$ cat src/rtl/frame_seq_ctrl_pkg.sv
// Shared definitions for the frame capture/playback sequencer and its frame buffer datapath.
package frame_ctrl_pkg;

   localparam int STATE_W = 3;

   typedef enum logic [STATE_W-1:0] {
      ST_IDLE    = 3'd0,
      ST_SETTLE  = 3'd1,
      ST_CAPTURE = 3'd2,
      ST_SEND    = 3'd3,
      ST_DONE    = 3'd4
   } state_t;

   localparam int DEF_ROM_LENGTH = 2048;
   localparam int DEF_ADDR_DEPTH = 11;
   localparam int DEF_START_TIME = 24;
   localparam int DEF_SEND_SPEED = 14;

endpackage

$ cat src/rtl/frame_seq_ctrl_if.sv
// Control, frame RAM and consumer handshake signals of the frame sequencer.
interface frame_seq_if #(
   parameter int ADDR_DEPTH = frame_ctrl_pkg::DEF_ADDR_DEPTH
);
   logic                              arm;
   logic                              abort;
   logic                              auto_rearm;
   logic                              tx_ack;
   logic                              wr_en;
   logic [ADDR_DEPTH-1:0]             wr_addr;
   logic                              rd_en;
   logic [ADDR_DEPTH-1:0]             rd_addr;
   logic                              tx_ok_out;
   logic                              busy;
   logic                              frame_done;
   logic                              overrun;
   logic [frame_ctrl_pkg::STATE_W-1:0] state_out;

   modport master (
      output arm, abort, auto_rearm, tx_ack,
      input  wr_en, wr_addr, rd_en, rd_addr, tx_ok_out, busy, frame_done, overrun, state_out
   );

   modport slave (
      input  arm, abort, auto_rearm, tx_ack,
      output wr_en, wr_addr, rd_en, rd_addr, tx_ok_out, busy, frame_done, overrun, state_out
   );
endinterface

$ cat src/rtl/frame_seq_ctrl_tick_divider.sv
// Free-running power-of-two divider: tick is high in the last cycle of each 2^SEND_SPEED period.
module tick_divider
   import frame_ctrl_pkg::*;
#(
   parameter int SEND_SPEED = DEF_SEND_SPEED
) (
   input  logic adc_clk_out,
   input  logic clear,
   input  logic enable,
   output logic tick
);

   logic [SEND_SPEED-1:0] r_cnt;

   assign tick = enable && (r_cnt == '1);

   // NOTE: sequential state uses non-blocking assignments so every register samples pre-edge values.
   always_ff @(posedge adc_clk_out) begin
      if (clear) begin
         r_cnt <= '0;
      end else if (enable) begin
         r_cnt <= r_cnt + 1'b1;
      end
   end

endmodule

$ cat src/rtl/frame_seq_ctrl.sv
// Frame sequencer: settle delay, one capture pass into the frame RAM, then paced playback with valid/ack.
module frame_seq_ctrl
   import frame_ctrl_pkg::*;
#(
   parameter int ROM_LENGTH = DEF_ROM_LENGTH,
   parameter int ADDR_DEPTH = DEF_ADDR_DEPTH,
   parameter int START_TIME = DEF_START_TIME,
   parameter int SEND_SPEED = DEF_SEND_SPEED
) (
   input  logic     adc_clk_out,
   input  logic     reset,
   frame_seq_if.slave bus
);

   localparam logic [ADDR_DEPTH-1:0] LAST_ADDR = ADDR_DEPTH'(ROM_LENGTH - 1);
   localparam logic [ADDR_DEPTH:0]   LAST_IDX  = (ADDR_DEPTH + 1)'(ROM_LENGTH - 1);

   state_t                r_state;
   logic [ADDR_DEPTH:0]   r_index;
   logic [ADDR_DEPTH-1:0] r_wr_addr;
   logic [ADDR_DEPTH-1:0] r_rd_addr;
   logic                  r_wr_en;
   logic                  r_rd_en;
   logic                  r_tx_ok;
   logic                  r_done;
   logic                  r_overrun;

   logic                  w_settle_clr;
   logic                  w_settle_tick;
   logic                  w_send_clr;
   logic                  w_send_tick;
   logic                  w_accept;
   logic [ADDR_DEPTH:0]   w_idx_next;

   assign w_settle_clr = reset || (r_state != ST_SETTLE);
   assign w_send_clr   = reset || (r_state != ST_SEND);
   assign w_accept     = r_tx_ok && bus.tx_ack;
   assign w_idx_next   = r_index + 1'b1;

   tick_divider #(.SEND_SPEED(START_TIME)) u_settle (
      .adc_clk_out (adc_clk_out),
      .clear       (w_settle_clr),
      .enable      (r_state == ST_SETTLE),
      .tick        (w_settle_tick)
   );

   tick_divider #(.SEND_SPEED(SEND_SPEED)) u_send (
      .adc_clk_out (adc_clk_out),
      .clear       (w_send_clr),
      .enable      (r_state == ST_SEND),
      .tick        (w_send_tick)
   );

   always_ff @(posedge adc_clk_out) begin
      if (reset) begin
         r_state   <= ST_IDLE;
         r_index   <= '0;
         r_wr_addr <= '0;
         r_rd_addr <= '0;
         r_wr_en   <= 1'b0;
         r_rd_en   <= 1'b0;
         r_tx_ok   <= 1'b0;
         r_done    <= 1'b0;
         r_overrun <= 1'b0;
      end else begin
         r_done  <= 1'b0;
         r_rd_en <= 1'b0;
         if (bus.abort) begin
            // Abort drops everything in flight but keeps the overrun history.
            r_state   <= ST_IDLE;
            r_index   <= '0;
            r_wr_addr <= '0;
            r_rd_addr <= '0;
            r_wr_en   <= 1'b0;
            r_tx_ok   <= 1'b0;
         end else begin
            unique case (r_state)
               ST_IDLE: begin
                  if (bus.arm) begin
                     r_state   <= ST_SETTLE;
                     r_overrun <= 1'b0;
                  end
               end
               ST_SETTLE: begin
                  if (w_settle_tick) begin
                     r_state   <= ST_CAPTURE;
                     r_wr_en   <= 1'b1;
                     r_wr_addr <= '0;
                  end
               end
               ST_CAPTURE: begin
                  if (r_wr_addr == LAST_ADDR) begin
                     r_state   <= ST_SEND;
                     r_wr_en   <= 1'b0;
                     r_wr_addr <= '0;
                     r_index   <= '0;
                  end else begin
                     r_wr_addr <= r_wr_addr + 1'b1;
                  end
               end
               ST_SEND: begin
                  // RAM data appears one cycle after rd_en, so valid follows the read.
                  if (r_rd_en) begin
                     r_tx_ok <= 1'b1;
                  end
                  if (w_accept) begin
                     r_tx_ok <= 1'b0;
                     r_index <= w_idx_next;
                  end
                  if (w_accept && (r_index == LAST_IDX)) begin
                     r_state <= ST_DONE;
                     r_done  <= 1'b1;
                     r_index <= '0;
                  end else if (w_send_tick) begin
                     if (r_tx_ok && !bus.tx_ack) begin
                        r_overrun <= 1'b1;
                     end else if (!r_rd_en) begin
                        r_rd_en   <= 1'b1;
                        r_rd_addr <= w_accept ? w_idx_next[ADDR_DEPTH-1:0]
                                              : r_index[ADDR_DEPTH-1:0];
                     end
                  end
               end
               ST_DONE: begin
                  if (bus.auto_rearm) begin
                     r_state   <= ST_CAPTURE;
                     r_wr_en   <= 1'b1;
                     r_wr_addr <= '0;
                  end else begin
                     r_state <= ST_IDLE;
                  end
               end
               default: r_state <= ST_IDLE;
            endcase
         end
      end
   end

   assign bus.wr_en      = r_wr_en;
   assign bus.wr_addr    = r_wr_addr;
   assign bus.rd_en      = r_rd_en;
   assign bus.rd_addr    = r_rd_addr;
   assign bus.tx_ok_out  = r_tx_ok;
   assign bus.busy       = (r_state != ST_IDLE);
   assign bus.frame_done = r_done;
   assign bus.overrun    = r_overrun;
   assign bus.state_out  = r_state;

endmodule

$ cat src/flat_wrapper.sv
// flat-port wrapper written by rule: the top's interface ports become plain ports
module frame_seq_ctrl_flat import frame_ctrl_pkg::*;
#(
   parameter int ROM_LENGTH = DEF_ROM_LENGTH,
   parameter int ADDR_DEPTH = DEF_ADDR_DEPTH,
   parameter int START_TIME = DEF_START_TIME,
   parameter int SEND_SPEED = DEF_SEND_SPEED
)
  (adc_clk_out, reset, bus_arm, bus_abort, bus_auto_rearm, bus_tx_ack, bus_wr_en, bus_wr_addr, bus_rd_en, bus_rd_addr, bus_tx_ok_out, bus_busy, bus_frame_done, bus_overrun, bus_state_out);
  frame_seq_if #(.ADDR_DEPTH(ADDR_DEPTH)) bus_i ();
  input  logic adc_clk_out;
  input  logic reset;
  input wire logic [$bits(bus_i.arm)-1:0] bus_arm;
  input wire logic [$bits(bus_i.abort)-1:0] bus_abort;
  input wire logic [$bits(bus_i.auto_rearm)-1:0] bus_auto_rearm;
  input wire logic [$bits(bus_i.tx_ack)-1:0] bus_tx_ack;
  output wire logic [$bits(bus_i.wr_en)-1:0] bus_wr_en;
  output wire logic [$bits(bus_i.wr_addr)-1:0] bus_wr_addr;
  output wire logic [$bits(bus_i.rd_en)-1:0] bus_rd_en;
  output wire logic [$bits(bus_i.rd_addr)-1:0] bus_rd_addr;
  output wire logic [$bits(bus_i.tx_ok_out)-1:0] bus_tx_ok_out;
  output wire logic [$bits(bus_i.busy)-1:0] bus_busy;
  output wire logic [$bits(bus_i.frame_done)-1:0] bus_frame_done;
  output wire logic [$bits(bus_i.overrun)-1:0] bus_overrun;
  output wire logic [$bits(bus_i.state_out)-1:0] bus_state_out;
  assign bus_i.arm = bus_arm;
  assign bus_i.abort = bus_abort;
  assign bus_i.auto_rearm = bus_auto_rearm;
  assign bus_i.tx_ack = bus_tx_ack;
  assign bus_wr_en = bus_i.wr_en;
  assign bus_wr_addr = bus_i.wr_addr;
  assign bus_rd_en = bus_i.rd_en;
  assign bus_rd_addr = bus_i.rd_addr;
  assign bus_tx_ok_out = bus_i.tx_ok_out;
  assign bus_busy = bus_i.busy;
  assign bus_frame_done = bus_i.frame_done;
  assign bus_overrun = bus_i.overrun;
  assign bus_state_out = bus_i.state_out;
  frame_seq_ctrl #(.ROM_LENGTH(ROM_LENGTH), .ADDR_DEPTH(ADDR_DEPTH), .START_TIME(START_TIME), .SEND_SPEED(SEND_SPEED)) u_core (.adc_clk_out(adc_clk_out), .reset(reset), .bus(bus_i));
endmodule
$ cat config.mk
export PLATFORM = sky130hd
export DESIGN_NAME = frame_seq_ctrl_flat
export DESIGN_NICKNAME = d
export VERILOG_FILES = /design/src/rtl/frame_seq_ctrl_pkg.sv /design/src/rtl/frame_seq_ctrl_if.sv /design/src/rtl/frame_seq_ctrl_tick_divider.sv /design/src/rtl/frame_seq_ctrl.sv /design/src/flat_wrapper.sv
export SDC_FILE = /design/constraint.sdc
export NUM_CORES = 1
export LEC_CHECK = 0
export ABC_CLOCK_PERIOD_IN_PS = 3250
export BUFFER_PORTS_ARGS = -buffer_cell sky130_fd_sc_hd__buf_2
export CORE_ASPECT_RATIO = 1.2
export CORE_MARGIN = 2
export CORE_UTILIZATION = 54
export DETAILED_ROUTE_END_ITERATION = 6
export PLACE_DENSITY_LB_ADDON = 0.05
export SLEW_MARGIN = 20
export SYNTH_ARGS = -nofsm -noshare
export SYNTH_HDL_FRONTEND = slang
export SYNTH_HIERARCHICAL = 1
export SYNTH_SLANG_ARGS = --single-unit
$ cat constraint.sdc
create_clock -name adc_clk_out -period 3.25 [get_ports adc_clk_out]
set_input_delay 0.4875 -clock adc_clk_out [delete_from_list [all_inputs] [get_ports adc_clk_out]]
set_output_delay 0.4875 -clock adc_clk_out [all_outputs]
set_load 0.02 [all_outputs]
; ---- After elaboration in Yosys (flattened, before gate mapping)
; Cells that the tools add are included.
[word_totals]
ff_bits = 80
in_bits = 6
output_inout_bits = 31
elab_cells = 92
[op_classes]
add_sub_neg = 4
eq_ne = 19
muxes = 28
bitwise = 6
reduce_logical = 24
[ops]
columns = op, count
row1 = $mux W11, 4
row2 = $mux W12, 3
row3 = $pmux W11 S3, 1
row4 = $add A24 B1 Y24 const B, 1
row5 = $eq A24 B24 Y1 const B, 1
row6 = $pmux W12 S2, 1
row7 = $pmux W3 S5, 1
row8 = $add A14 B1 Y14 const B, 1
row9 = $eq A14 B14 Y1 const B, 1
row10 = $add A12 B1 Y12 const B, 1
row11 = $eq A12 B11 Y1 const B, 1
row12 = $mux W3, 4
row13 = $add A11 B1 Y11 const B, 1
row14 = $eq A11 B11 Y1 const B, 1
row15 = $mux W1, 11
row16 = $ne A2 B1 Y1 const B, 5
row17 = $reduce_and A4 Y1, 2
row18 = $eq A3 B2 Y1 const B, 2
row19 = $ne A2 B2 Y1 const B, 3
row20 = $ne A3 B1 Y1 const B, 2
row21 = $not A1 Y1, 6
row22 = $reduce_and A3 Y1, 2
row23 = $reduce_and A6 Y1, 1
row24 = $reduce_bool A2 Y1, 3
row25 = other kinds (16), 22

; ---- Logic depth before layout (Yosys ltp)
[depth]
ltp_word = 6
mapped_depth = 13

; ---- Cells and area by module
; The synthesis kept the hierarchy.
[modules_own_cells]
columns = mod, n_inst, cells_per_inst, area_per_inst_um2
row1 = frame_seq_ctrl, 1, 284, 2369.8
row2 = tick_divider (u_core.u_settle), 1, 127, 1097.3
row3 = tick_divider (u_core.u_send), 1, 75, 695.7

; ---- Worst setup path after synthesis
; OpenSTA, ideal clock, no wires.
[synth_timing]
path_kind = register to register
start = register u_core.r_state[0] (netlist: u_core/bus.state_out[0])
end = register u_core.r_wr_addr[9] (netlist: u_core/bus.wr_addr[9])
arrival_time_ns = 3.382
required_time_ns = 3.176
setup_slack_ns = -0.206
stages_incl_launch_ff = 13
synth_period_minus_slack_ns = 3.456
cell_sequence = dfxtp_1 > buf_2 > and2_1 > buf_2 > nand4_4 > or4_4 > buf_6 > nor4_1 > and4bb_1 > nor3_1 > buf_2 > or4b_1 > a21oi_1
[synth_via]
elab_chain_len = 4
elab_cells_between_ends = 9
cone_classes = 5 x eq/ne / 1 x mux / 3 x reduce/logical
[synth_rtl]
columns = item, line_no
row1 = "start, declared", frame_seq_ctrl.sv:18  ; state_t r_state;
row2 = "start signal, assigned", frame_seq_ctrl.sv:56  ; r_state <= ST_IDLE;
row3 = "start signal, assigned", frame_seq_ctrl.sv:70  ; r_state <= ST_IDLE;
row4 = "start signal, assigned", frame_seq_ctrl.sv:80  ; r_state <= ST_SETTLE;
row5 = $eq A3 B1 Y1, frame_seq_ctrl.sv:43  ; .enable (r_state == ST_SETTLE),
row6 = $logic_and A1 B1 Y1, frame_seq_ctrl_tick_divider.sv:15  ; assign tick = enable && (r_cnt == '1);
row7 = via u_core.w_settle_tick, frame_seq_ctrl.sv:29  ; logic w_settle_tick;
row8 = $ne A2 B1 Y1 (no line), -
row9 = $reduce_and A3 Y1 (no line), -
row10 = "end signal, assigned", frame_seq_ctrl.sv:98  ; r_wr_addr <= r_wr_addr + 1'b1;
row11 = "end, declared", frame_seq_ctrl.sv:20  ; logic [ADDR_DEPTH-1:0] r_wr_addr;
; The timed path passes the listed nets, and every way through them passes these cells.
; A chain may end at the register's enable or synchronous reset.

; ---- Worst setup path in the final report
[layout_timing]
start = register u_core.r_state[2] (netlist: u_core/bus.state_out[2])
end = register u_core.r_wr_addr[9] (netlist: u_core/bus.wr_addr[9])
; Same word-level chain as after synthesis.

==> qor.yml <==
setup_path:
  cpMaxStageDelayCell: "sky130_fd_sc_hd__or4_4"
  crit_path_cell_trace: "nor2_1, and2_1, nand4_4, or4_4, nor4_4, and4bb_1, nor3_2, or4b_1, a21oi_1"
  ff2ff_path_depth: 9
  largest_fanout_on_the_critical_path: 13
  critical_path_arrival_ns: 3.16
  cp.depth: 9
  critPathCaptureType: "flop"
  worst-endpoint-required_ns: 3.53
  critical_path.startpoint_type: "flop"
  r2r_setup_slack_ns: 0.38
  worst_r2r_startpoint: "u_core/bus.state_out[2]$_SDFFE_PP0P_"
  crit_path_leading_delay_family: "simple AND/OR/NAND/NOR gates"
  timing.critical_path.slowest_cell_delay_ns: 0.64
  timing.setup.critical_path_class: "reg -> reg"
  timing.critical_path.buf_inv: 0
  reg2reg_to: "u_core/bus.wr_addr[9]$_SDFFE_PP0P_"
die:
  floorplan.initialDensity: 0.549
  design.core.area_mm2: 0.00758
  dieArea_mm2: 0.00843
  chipWidth_um: 84.2
  die-height_um: 100
  io_pins: 37
  number_of_rows_in_the_core_area: 35
detailed_routing:
  total_wirelength_um: 9170
  drt.antenna.violating_nets: 0
  drcViolationCount: 0
  firstDrtPassIters: 4
  first_iter_violations: 220
  number_of_vias_after_detailed_routing: 3692
  post_drt_via_cell_ratio: 6.05
  post_drt_wl_per_cell_um: 15.0
clock_tree:
  htree_levels: 3
  cts_inserted_buffers: 9
  cts-root-buf: "sky130_fd_sc_hd__clkbuf_8"
  cts.repair.resized: 0
  cts_tree: "done"
  hold_buffers: 0
  cts_sinks: 80
  clk_latency_ns: 0.35
  path_clk_slew_ns: 0.09
  post-cts-setup-buffer-count: 0
  clock_path_buffers: 2
sta:
  worstMarginPinSlew_ns: 0.931
  max_freq_ghz: 0.348
  rsz0062_at_grt: "false"
  relSlewSlack: 0.380
  finalHoldViolations: 0
  post-route-min-period_ns: 2.87
  min_period_over_period: 0.884
  slew_violations: 0
  setup_viol: 0
  setup_total_negative_slack_ns: 0
  finalClockSkew_ns: 0.0187
  post_layout_worst_setup_margin_ns: 0.376
status:
  run_status: "complete, no violations"
synthesis:
  synth-edff-count: 0
  yosysSeqAreaShare: 0.385
  synth.top_cells.by_area: "sky130_fd_sc_hd__dfxtp_1, sky130_fd_sc_hd__a21oi_1, sky130_fd_sc_hd__xnor2_1, sky130_fd_sc_hd__nor2_1, sky130_fd_sc_hd__nand4_1"
  netlist_area_mm2: 0.00416
  ys_types: 61
  synth-seq-cells: 80
  yosysTopAreaCell: "sky130_fd_sc_hd__dfxtp_1"
  avgSynthCellArea_um2: 8.57
  yosysWarningCount: 6
  ys_async_sr_fraction: 0
  synth_top_cell_area_share: 0.385
  post_synth_inst_count: 486
  synth_top_flop_cell: "sky130_fd_sc_hd__dfxtp_1"
  mappedNetlistNets: 496
power:
  share_seq_of_total_power: 0.565
  share_comb_of_total_power: 0.029
  leakagePower_uw: 0.00147
  fin_total_pwr_uw: 1740
  max-vdd-ir-drop_mv: 0.293
  clock_power_share: 0.406
  power_density_mw_per_mm2: 378
  switching_share: 0.223
  power.internal_uw: 1350
  power.net_switching_uw: 388
final_layout:
  final_core_util: 0.607
  synth_to_layout_area_growth_pct: 10.4
  final_layout_size_suffix_gt1_frac: 0.162
  finish.net_count: 524
  insertedDiodeCount: 0
global_route:
  global_route.overflow_total: 0
  grt_antenna_before_repair: 0
  grt_util_all_layers: 0.222
  number_of_global_route_vias_before_repair: 3410
  wire_length_of_the_first_global_routing_pass_um: 15600
  largest_net_degree_at_the_start_of_global_routing: 25
worst_hold_path:
  worst_hold_startpoint: "reset"
  timing.hold.worst_endpoint: "u_core/bus.overrun$_SDFFE_PP0P_"
  worst_hold_path_type: "in -> reg"
  hold_depth: 2
placed_design:
  io_buffer_count: 36
  place_worst_setup_slack_ns: 0.215
  place.gp.congestion: 0.894
  dp.final_hpwl_um: 6340
run:
  max-cap-violations: 0
[worst register-to-register path: stages (launching register included)]
cell,delay (ns)
sky130_fd_sc_hd__dfxtp_1,0.32
sky130_fd_sc_hd__nor2_1,0.15
sky130_fd_sc_hd__and2_1,0.22
sky130_fd_sc_hd__nand4_4,0.15
sky130_fd_sc_hd__or4_4,0.64
sky130_fd_sc_hd__nor4_4,0.24
sky130_fd_sc_hd__and4bb_1,0.29
sky130_fd_sc_hd__nor3_2,0.12
sky130_fd_sc_hd__or4b_1,0.54
sky130_fd_sc_hd__a21oi_1,0.15
[kinds of logic after synthesis]
kind of cell             synth area share
adder cells (fa/ha/maj)            0.0120
multiplexers                       0.0231
AO/OA/AOI/OAI                       0.168
XOR/XNOR                           0.0568
flip-flops                          0.385
buffers and inverters              0.0475
AND/OR/NAND/NOR                     0.308
[sequential cells by signal, summed over array words and instances (netlist names), 3 cells and up]
| register | flops |
|---|---|
| u_core/u_settle/r_cnt | 24 |
| u_core/r_index | 12 |
| u_core/u_send/r_cnt | 14 |
| u_core/bus.state_out | 3 |
| u_core/bus.rd_addr | 11 |
| u_core/bus.wr_addr | 11 |
[power groups by stage]
| stage | sequential, uW | clock (uW) | combinational, uW |
|---|---|---|---|
| after floorplan | 1010 | 0 | 30.2 |
| after global placement | 1000 | 0 | 50.4 |
| after detailed placement | 1000 | 0 | 50.4 |
| after CTS | 981 | 727 | 50.6 |
| after global routing | 981 | 765 | 55.2 |
| final | 981 | 705 | 50.8 |
[metrics by stage]
step	instance area (um2)	hold WS [ns]	cells
2_1_floorplan	4190	0.452	486
3_3_place_gp	4410	0.454	595
3_5_place_dp	4410	0.460	595
4_1_cts	4590	0.351	610
5_1_grt	4600	0.365	610
6_report	4600	0.365	610
[area by class of cell]
type	instances	area (um2)
clock buffers	10	128
flip-flops and latches	80	1600
clock inverters	5	56.3
well taps	92	115
repair buffers	47	263
inverters	13	48.8
multi-input cells	363	2380
fillers	723	2980
[worst max path at each step]
stage | start | endpoint | slack [ns]
after detailed placement | u_core/bus.state_out[2]$_SDFFE_PP0P_ | u_core/bus.wr_addr[9]$_SDFFE_PP0P_ | 0.21
final | u_core/bus.state_out[2]$_SDFFE_PP0P_ | u_core/bus.wr_addr[9]$_SDFFE_PP0P_ | 0.38
after CTS | u_core/bus.state_out[2]$_SDFFE_PP0P_ | u_core/bus.wr_addr[9]$_SDFFE_PP0P_ | 0.20
after global routing | u_core/bus.state_out[2]$_SDFFE_PP0P_ | u_core/bus.wr_addr[7]$_SDFFE_PP0P_ | 0.13
after floorplan | u_core/bus.state_out[2]$_SDFFE_PP0P_ | u_core/bus.wr_addr[9]$_SDFFE_PP0P_ | 0.007
after global placement | u_core/bus.state_out[2]$_SDFFE_PP0P_ | u_core/bus.wr_addr[5]$_SDFFE_PP0P_ | 0.35
[placed cells by master, fill, tap and decap left out, types with 4 or more instances in the layout]
cell                       count
sky130_fd_sc_hd__nand3_1      22
sky130_fd_sc_hd__a211oi_1     11
sky130_fd_sc_hd__or4_1        15
sky130_fd_sc_hd__and4_1        9
sky130_fd_sc_hd__o22ai_1       5
sky130_fd_sc_hd__nor4_1       11
sky130_fd_sc_hd__mux2_2        4
sky130_fd_sc_hd__o31ai_1      13
sky130_fd_sc_hd__o211ai_1      5
sky130_fd_sc_hd__mux2i_1       4
sky130_fd_sc_hd__and2_1        5
sky130_fd_sc_hd__nor2_1       32
sky130_fd_sc_hd__nor2b_1       7
sky130_fd_sc_hd__dfxtp_1      80
sky130_fd_sc_hd__nand4_1      19
sky130_fd_sc_hd__buf_4        11
sky130_fd_sc_hd__nand2_1      30
sky130_fd_sc_hd__o21ai_0      13
sky130_fd_sc_hd__inv_1        12
sky130_fd_sc_hd__nor3_1       12
sky130_fd_sc_hd__ha_1          4
sky130_fd_sc_hd__xnor2_1      18
sky130_fd_sc_hd__nand2b_1      5
sky130_fd_sc_hd__xor2_1        9
sky130_fd_sc_hd__or3_1        17
sky130_fd_sc_hd__clkbuf_8      9
sky130_fd_sc_hd__buf_2        36
sky130_fd_sc_hd__a21oi_1      47
[Yosys cell counts, types with 11 or more instances]
cell type	n
sky130_fd_sc_hd__dfxtp_1	80
sky130_fd_sc_hd__a21oi_1	47
sky130_fd_sc_hd__nor2_1	32
sky130_fd_sc_hd__nand2_1	30
sky130_fd_sc_hd__nand3_1	22
sky130_fd_sc_hd__nand4_1	19
sky130_fd_sc_hd__xnor2_1	18
sky130_fd_sc_hd__clkbuf_1	17
sky130_fd_sc_hd__or3_1	17
sky130_fd_sc_hd__or4_1	15
sky130_fd_sc_hd__nor3_1	13
sky130_fd_sc_hd__o21ai_0	13
sky130_fd_sc_hd__o31ai_1	13
sky130_fd_sc_hd__inv_1	12
sky130_fd_sc_hd__nor4_1	12
sky130_fd_sc_hd__a211oi_1	11
[per-layer routing]
layer	routed length, um	up-vias	global-route usage	part of all wire
met1	4300	1721	0.296	0.47
met3	387	13	0.0321	0.042
li1	-	1881	-	-
met2	4320	77	0.360	0.47
met5	0	-	0	0
met4	160	0	0.0931	0.017
Power figures use the tool's default switching activity.
